## config.mk

```make
export PLATFORM = sky130hd
export DESIGN_NAME = dds_sweep_ctrl
export DESIGN_NICKNAME = d
export VERILOG_FILES = /design/src/rtl/dds_sweep_ctrl.sv
export SDC_FILE = /design/constraint.sdc
export NUM_CORES = 1
export LEC_CHECK = 0
export BUFFER_PORTS_ARGS = -buffer_cell sky130_fd_sc_hd__buf_4
export CORE_UTILIZATION = 40
export CTS_BUF_LIST = sky130_fd_sc_hd__clkbuf_8
export CTS_CLUSTER_DIAMETER = 40
export DETAILED_ROUTE_END_ITERATION = 16
export PLACE_DENSITY = 0.58
export SLEW_MARGIN = 20
export SYNTH_ARGS = -nofsm -noshare
export SYNTH_HDL_FRONTEND = slang
export SYNTH_SLANG_ARGS = --single-unit
```

## constraint.sdc

```tcl
create_clock -name clk -period 3.55 [get_ports clk]
set_input_delay 0.355 -clock clk [delete_from_list [all_inputs] [get_ports clk]]
set_output_delay 0.355 -clock clk [all_outputs]
set_load 0.005 [all_outputs]
```

## src/rtl/dds_sweep_ctrl.sv

```systemverilog
// rtl/dds_sweep_ctrl.sv - linear frequency sweep sequencer driving one dds instance
// Latches a sweep config on start, arms the dds phase, then steps the tuning word every dwell+1 cycles.
module dds_sweep_ctrl #(
  parameter int TW = 8,
  parameter int DW = 16
) (
  input  logic          clk,
  input  logic          rst_n,
  input  logic          start,
  input  logic          stop,
  input  logic [TW-1:0] cfg_f_start,
  input  logic [TW-1:0] cfg_f_stop,
  input  logic [TW-1:0] cfg_f_step,
  input  logic [DW-1:0] cfg_dwell,
  input  logic [1:0]    cfg_mode,
  output logic          dds_ce,
  output logic          dds_rst,
  output logic [TW-1:0] dds_tuning_word,
  output logic          busy,
  output logic          done,
  output logic          wrap,
  output logic          err
);

  typedef enum logic [1:0] {S_IDLE, S_ARM, S_RUN, S_DONE} state_t;

  localparam logic [1:0] MODE_SAW = 2'd1;
  localparam logic [1:0] MODE_TRI = 2'd2;

  state_t        state_q, state_n;
  logic [TW-1:0] tw_q, tw_n;
  logic [DW-1:0] cnt_q, cnt_n;
  logic          dir_up_q, dir_up_n;
  logic [TW-1:0] fs_q, fs_n, fe_q, fe_n, step_q, step_n;
  logic [DW-1:0] dwell_q, dwell_n;
  logic [1:0]    mode_q, mode_n;
  logic          ce_n, arm_n, busy_n, done_n, wrap_n, err_n;

  logic [TW:0]   up_sum, dn_lim;
  logic [TW-1:0] up_next, dn_next;
  logic          tone, cfg_bad;

  // Widened by one bit so the clamp compares cannot be fooled by wraparound.
  assign up_sum  = {1'b0, tw_q} + {1'b0, step_q};
  assign up_next = (up_sum >= {1'b0, fe_q}) ? fe_q : up_sum[TW-1:0];
  assign dn_lim  = {1'b0, fs_q} + {1'b0, step_q};
  assign dn_next = ({1'b0, tw_q} < dn_lim) ? fs_q : tw_q - step_q;
  assign tone    = (fs_q == fe_q);
  assign cfg_bad = (cfg_f_start > cfg_f_stop) ||
                   ((cfg_f_step == '0) && (cfg_f_start != cfg_f_stop));

  always_comb begin
    state_n  = state_q;
    tw_n     = tw_q;
    cnt_n    = cnt_q;
    dir_up_n = dir_up_q;
    fs_n     = fs_q;
    fe_n     = fe_q;
    step_n   = step_q;
    dwell_n  = dwell_q;
    mode_n   = mode_q;
    wrap_n   = 1'b0;
    err_n    = 1'b0;

    case (state_q)
      S_IDLE: begin
        if (start) begin
          if (cfg_bad) begin
            err_n = 1'b1;
          end else begin
            fs_n     = cfg_f_start;
            fe_n     = cfg_f_stop;
            step_n   = cfg_f_step;
            dwell_n  = cfg_dwell;
            mode_n   = cfg_mode;
            tw_n     = cfg_f_start;
            cnt_n    = cfg_dwell;
            dir_up_n = 1'b1;
            state_n  = S_ARM;
          end
        end
      end
      S_ARM: begin
        state_n = stop ? S_IDLE : S_RUN;
      end
      S_RUN: begin
        if (stop) begin
          state_n = S_IDLE;
        end else if (cnt_q != '0) begin
          cnt_n = cnt_q - DW'(1);
        end else begin
          cnt_n = dwell_q;
          if (dir_up_q) begin
            if (tw_q == fe_q) begin
              // Dwell at f_stop has completed: segment end.
              if (mode_q == MODE_SAW) begin
                if (!tone) begin
                  tw_n   = fs_q;
                  wrap_n = 1'b1;
                end
              end else if (mode_q == MODE_TRI) begin
                if (!tone) begin
                  tw_n = dn_next;
                  if (dn_next == fs_q) wrap_n = 1'b1;
                  else                 dir_up_n = 1'b0;
                end
              end else begin
                state_n = S_DONE;
              end
            end else begin
              tw_n = up_next;
            end
          end else begin
            tw_n = dn_next;
            if (dn_next == fs_q) begin
              dir_up_n = 1'b1;
              wrap_n   = 1'b1;
            end
          end
        end
      end
      S_DONE: begin
        state_n = S_IDLE;
      end
      default: state_n = S_IDLE;
    endcase

    ce_n   = (state_n == S_RUN);
    arm_n  = (state_n == S_ARM);
    busy_n = (state_n != S_IDLE);
    done_n = (state_n == S_DONE);
  end

  always_ff @(posedge clk) begin
    if (!rst_n) begin
      state_q         <= S_IDLE;
      tw_q            <= '0;
      cnt_q           <= '0;
      dir_up_q        <= 1'b0;
      fs_q            <= '0;
      fe_q            <= '0;
      step_q          <= '0;
      dwell_q         <= '0;
      mode_q          <= '0;
      dds_ce          <= 1'b0;
      dds_rst         <= 1'b0;
      busy            <= 1'b0;
      done            <= 1'b0;
      wrap            <= 1'b0;
      err             <= 1'b0;
    end else begin
      state_q         <= state_n;
      tw_q            <= tw_n;
      cnt_q           <= cnt_n;
      dir_up_q        <= dir_up_n;
      fs_q            <= fs_n;
      fe_q            <= fe_n;
      step_q          <= step_n;
      dwell_q         <= dwell_n;
      mode_q          <= mode_n;
      dds_ce          <= ce_n;
      dds_rst         <= arm_n;
      busy            <= busy_n;
      done            <= done_n;
      wrap            <= wrap_n;
      err             <= err_n;
    end
  end

  assign dds_tuning_word = tw_q;

endmodule

```

After elaboration in Yosys (flattened, before gate mapping). Index checks and enable logic that the tools add are counted.

Add/sub/neg operators: 4. Bitwise logic cells: 3. Multiplexer cells: 46. Eq/ne operators: 19. Reduce and logical (&&, ||, !) cells: 13. Magnitude comparators: 3.

Operator list (number): 8-bit two-way mux (12); 16-bit two-way mux (4); 16-bit one-hot mux with 2 select lines (1); 8-bit equality test (3); 8-bit by 8-bit adder with 9-bit output (2); 2-bit two-way mux (9); 1-bit two-way mux (17); 8-bit one-hot mux with 2 select lines (1); 16-bit nonzero test (1); 16-bit by 1-bit subtractor with 16-bit output (second input constant) (1); 5-bit inequality test (second input constant) (3); 2-bit equality test (second input constant) (5); 9-bit by 8-bit >= comparator with 1-bit output (1); 8-bit by 9-bit less-than comparator with 1-bit output (1); 8-bit greater-than comparator (1); 8-bit logical NOT (1); 2-bit inequality test (second input constant) (4); 8-bit inequality test (1); 2-bit one-hot mux with 4 select lines (1); 8-bit AND reduction (1); 8-bit subtractor (1); 2-bit by 1-bit equality test with 1-bit output (second input constant) (3); 3-bit AND reduction (2); 5-bit AND reduction (1); 8 further kinds (11).

Output and inout port bits: 14. Input port bits: 46. Word-level logic and storage cells: 103. Flip-flop bits (word level): 75.

Longest topological paths before layout.
Word-level depth: 13. Gate-level depth with buffers: 17. Depth with buffers taken out: 16.

Worst setup path after synthesis. OpenSTA, ideal clock, no wires.

Kind: register to register. From: register tw_q[1], in the netlist dds_tuning_word[1]. To: register tw_q[1], in the netlist dds_tuning_word[1]. Library setup time: 0.074 ns. Required time: 3.476 ns. Buffers on the path: 1. Data arrival time: 3.856 ns. Setup slack: -0.380 ns. Period minus slack after synthesis: 3.930 ns. Stages on the path, launching flop included: 15. Cell sequence: dfxtp_1 ha_1 nand2b_1 a2111oi_0 nor4b_1 or3_1 nand2_1 ha_1 a21boi_0 a211oi_1 and2_0 clkbuf_1 a31oi_1 a221o_1 a31oi_1.

Longest elaborated chain between the ends: 10. Elaborated cells between the ends (all ways): 19. Classes of those cells: add/sub (2); order compare (2); eq/ne (4); mux (10); reduce/logical (1).

Ends and longest elaborated chain: start, declared (line 31) `logic [TW-1:0] tw_q, tw_n;`; start signal, assigned (line 153) `tw_q <= tw_n;`; branches (longest 10 deep; another with 8-bit by 8-bit adder with 9-bit output).

Parallel ways; which one is timed is not known. The select of a mux whose other input is x is not followed. A chain may end at the register's enable or synchronous reset.

Worst setup path after layout.
From: register step_q[0]. To: register tw_q[6], in the netlist dds_tuning_word[6].

Longest elaborated chain between the ends: 11. Elaborated cells between the ends (all ways): 15. Classes of those cells: add/sub (3); order compare (2); mux (10).

Ends and longest elaborated chain: start, declared (line 34) `logic [TW-1:0] fs_q, fs_n, fe_q, fe_n, step_q, step_n;`; start signal, assigned (line 158) `step_q <= step_n;`; 8-bit by 8-bit adder with 9-bit output (line 46) `assign dn_lim = {1'b0, fs_q} + {1'b0, step_q};`; 8-bit by 9-bit less-than comparator with 1-bit output (line 47) `assign dn_next = ({1'b0, tw_q} < dn_lim) ? fs_q : tw_q - step_q;`; 8-bit two-way mux (line 47); 8-bit two-way mux (line 102) `if (!tone) begin`; 8-bit two-way mux (line 101) `end else if (mode_q == MODE_TRI) begin`; 8-bit two-way mux (line 96) `if (mode_q == MODE_SAW) begin`; 8-bit two-way mux (line 94) `if (tw_q == fe_q) begin`; 8-bit two-way mux * (line 93) `if (dir_up_q) begin`; 8-bit two-way mux * (line 89) `end else if (cnt_q != '0) begin`; 8-bit two-way mux * (line 87) `if (stop) begin`; 8-bit one-hot mux with 2 select lines * (line 65) `case (state_q)`.

Every way passes the cells marked *; elsewhere a longest branch is shown, timed or not. The select of a mux whose other input is x is not followed.

==> impl_metrics.json <==
{
  "grt_overflow_total": 0,
  "p_seq_share_pct": 30.3,
  "cts.path.max_buffers": 2,
  "detail-route-antenna-nets": 0,
  "synthCells": 718,
  "critPathCaptureType": "flop",
  "p_leak_uw": 0.00294,
  "die-area_mm2": 0.0144,
  "die_h_um": 120,
  "synth-async-reset-ratio_pct": 0,
  "dr_total_vias": 5641,
  "num_io_pins": 60,
  "pwr_density_cell_mw_per_mm2": 465,
  "crit_required_ns": 3.84,
  "ys.flop_type": "dfxtp_1",
  "fin_skew_ns": 0.0160,
  "wl_per_cell_um": 17.7,
  "setup_ws_ns": 0.0385,
  "grt_start_max_net_pins": 57,
  "fin_crit_sh_pct": 98.9,
  "p_int_uw": 2030,
  "antenna_found_initial": 0,
  "clkSinkCount": 75,
  "synth_area_mm2": 0.00558,
  "postLayoutCellArea_mm2": 0.00705,
  "cts_tree": "done",
  "rows": 42,
  "p_sw_share_pct": 38.0,
  "io_buffers": 59,
  "placed_area_mm2": 0.00656,
  "layout.nets": 912,
  "yosysWarnings": 0,
  "gp_congestion": 0.893,
  "final_max_slew_viol_count": 0,
  "tightest_slew_ns": 0.665,
  "synth_edf_count": 0,
  "status": "finished clean",
  "floorplan.initialDensity_pct": 41.6,
  "area_growth_pct": 26.5,
  "cts.clk_slew.worst_paths_ns": 0.09,
  "max_slew_margin_pct": 55.3,
  "cts_buffers": 9,
  "p_clk_share_pct": 23.9,
  "drt_iter0_drc": 417,
  "grt_pass1_wl_mm": 28.1,
  "holdCritPathClass": "input pin to flop",
  "setup_viol": 0,
  "hold_viol": 0,
  "viasPerCell": 5.67,
  "maxCapViolations": 0,
  "cp.arrival_ns": 3.80,
  "grt_pass1_vias": 5293,
  "ir_worst_vdd_mv": 0.230,
  "hpwl_mm": 13.4,
  "cts_root_buf": "clkbuf_8",
  "combPwrFrac_pct": 45.9,
  "htreeDepth": 3,
  "drcViolationCount": 0,
  "min_period_ns": 3.51,
  "worstSetupPathType": "flop to flop",
  "place_ws_ns": -0.103,
  "n_antenna_cell": 0,
  "clk-insertion-delay-late_ns": 0.36,
  "max_freq_mhz": 285,
  "yosys_register_bits": 75,
  "rsz0062_at_grt": "true",
  "final_layout_size_suffix_gt1_share_pct": 24.5,
  "syn_avg_cell_area_um2": 7.77,
  "synth_cell_types": 63,
  "first_pass_iters": 5,
  "yosysSeqAreaShare_pct": 26.9,
  "wl_mm": 17.6,
  "grt_use_total_pct": 25.1,
  "fillers": 1293,
  "synth_nets": 816,
  "crit_fanout": 8,
  "p_switching_uw": 1240,
  "fp.dieW_um": 120,
  "worstSetupStartpointType": "flop",
  "coreArea_mm2": 0.0134
}
## final cells by class
cell class,count,area [um^2],area share [%]
multi-input cells,558,3970,56.3
flip-flops and latches,75,1520,21.5
repair buffers,126,950,13.5
well taps,176,220,3.12
inverters,44,165,2.34
clock buffers,10,138,1.95
clock inverters,6,96.3,1.37
## final timing paths
kind              slack (ns)          from  cells after the start            endpoint
hold / removal          0.24  cfg_dwell[7]                      3          dwell_q[7]
setup reg to reg        0.04     step_q[0]                     17  dds_tuning_word[6]
hold reg to reg         0.46    dwell_q[0]                      2          dwell_q[0]
setup / recovery        0.04     step_q[0]                     17  dds_tuning_word[6]
## power by group through the flow
| stage | clock network (uW) | logic (uW) | registers [uW] |
|---|---|---|---|
| CTS | 805 | 1420 | 987 |
| finish | 782 | 1500 | 992 |
| detailed placement | 0 | 1370 | 1010 |
| global route | 840 | 1640 | 1000 |
| floorplan | 0 | 900 | 993 |
| global placement | 0 | 1350 | 1000 |
## synth_stat cells (14+ instances only)
cell type / n / area (um^2)
nor2_1: 46 / 173
inv_1: 44 / 165
xnor2_1: 33 / 289
a21oi_1: 71 / 355
dfxtp_1: 75 / 1500
ha_1: 49 / 613
a31oi_1: 14 / 87.6
o211ai_1: 14 / 105
nand2_1: 113 / 424
clkbuf_1: 37 / 139
o21ai_0: 23 / 115
## stage by stage
| step | setup TNS, ns | hold WS (ns) | std cells | util, % | total power (uW) |
|---|---|---|---|---|---|
| floorplan | 0 | 0.433 | 718 | - | 1890 |
| global placement | -0.0248 | 0.439 | 972 | 49.0 | 2350 |
| detailed placement | -0.601 | 0.446 | 972 | 49.0 | 2370 |
| CTS | 0 | 0.218 | 991 | 51.2 | 3210 |
| global route | -0.413 | 0.228 | 995 | 52.6 | 3480 |
| finish | 0 | 0.242 | 995 | 52.6 | 3280 |
## kinds of logic (layout without fill, tap and decap cells)
logic type | after synthesis | after routing | synth area share (%)
buffers and inverters | 85 | 186 | 5.74
DFF | 75 | 75 | 26.9
and+or+nand+nor | 236 | 236 | 19.5
muxes | 11 | 11 | 2.09
AOI/OAI and AO/OA | 213 | 213 | 25.7
xor gates and xnor gates | 46 | 46 | 7.96
adders and majority gates | 52 | 52 | 12.1
## state kept, by name, summed over array words and instances (netlist names)
name and cells:
wrap 1, busy 1, fe_q 8, dds_rst 1, dds_tuning_word 8, mode_q 2, state_q 2, err 1
cnt_q 16, done 1, step_q 8, fs_q 8, dwell_q 16, dds_ce 1, dir_up_q 1
## critical path, cell delays in order, from the launching register on
cell and delay (ns):
dfxtp_4 0.39, ha_4 0.14, inv_2 0.04, fa_2 0.38, nor2b_2 0.14, o31a_1 0.16, o21ai_1 0.06, nand2b_1 0.11
xnor2_2 0.07, ha_2 0.32, o21ai_1 0.07, nand2_1 0.09, o211ai_1 0.13, or4_4 0.54, buf_6 0.16, mux2_4 0.29
nand4b_1 0.19, a21oi_2 0.16
## cell usage in the layout (no fill, tap or decap), drive strengths merged, types with 5 or more instances in the layout
cell,instances
o221ai,5
nand4,10
o31ai,8
inv,46
ha,49
o21a,7
o21ai,28
xor2,10
a21oi,71
a221o,5
mux2,5
a221oi,5
nor3,11
xnor2,33
o211ai,14
nand2b,10
a311oi,12
a211oi,11
dfxtp,75
nor2b,8
nand2,113
nor4,6
nor2,46
or4,5
buf,126
a31oi,14
clkbuf,10
mux2i,6
nand3,7
or3,6
## repair_timing
item	in CTS	in global routing
pin swaps	3	14
resized for setup	13	38
endpoints found under the setup margin	7	8
setup buffers	3	4
hold buffers	0	0
## routing by layer
metal  vias to the layer above  global-route usage (%)  part of all wire, %
met5                         -                       0                    0
met4                         0                    9.38                  2.1
met3                        26                    2.99                  5.3
met2                       163                    37.5                   44
met1                      2669                    36.7                   49
li1                       2783                       -                    -
Note: power is estimated with default switching activity, not from simulation.
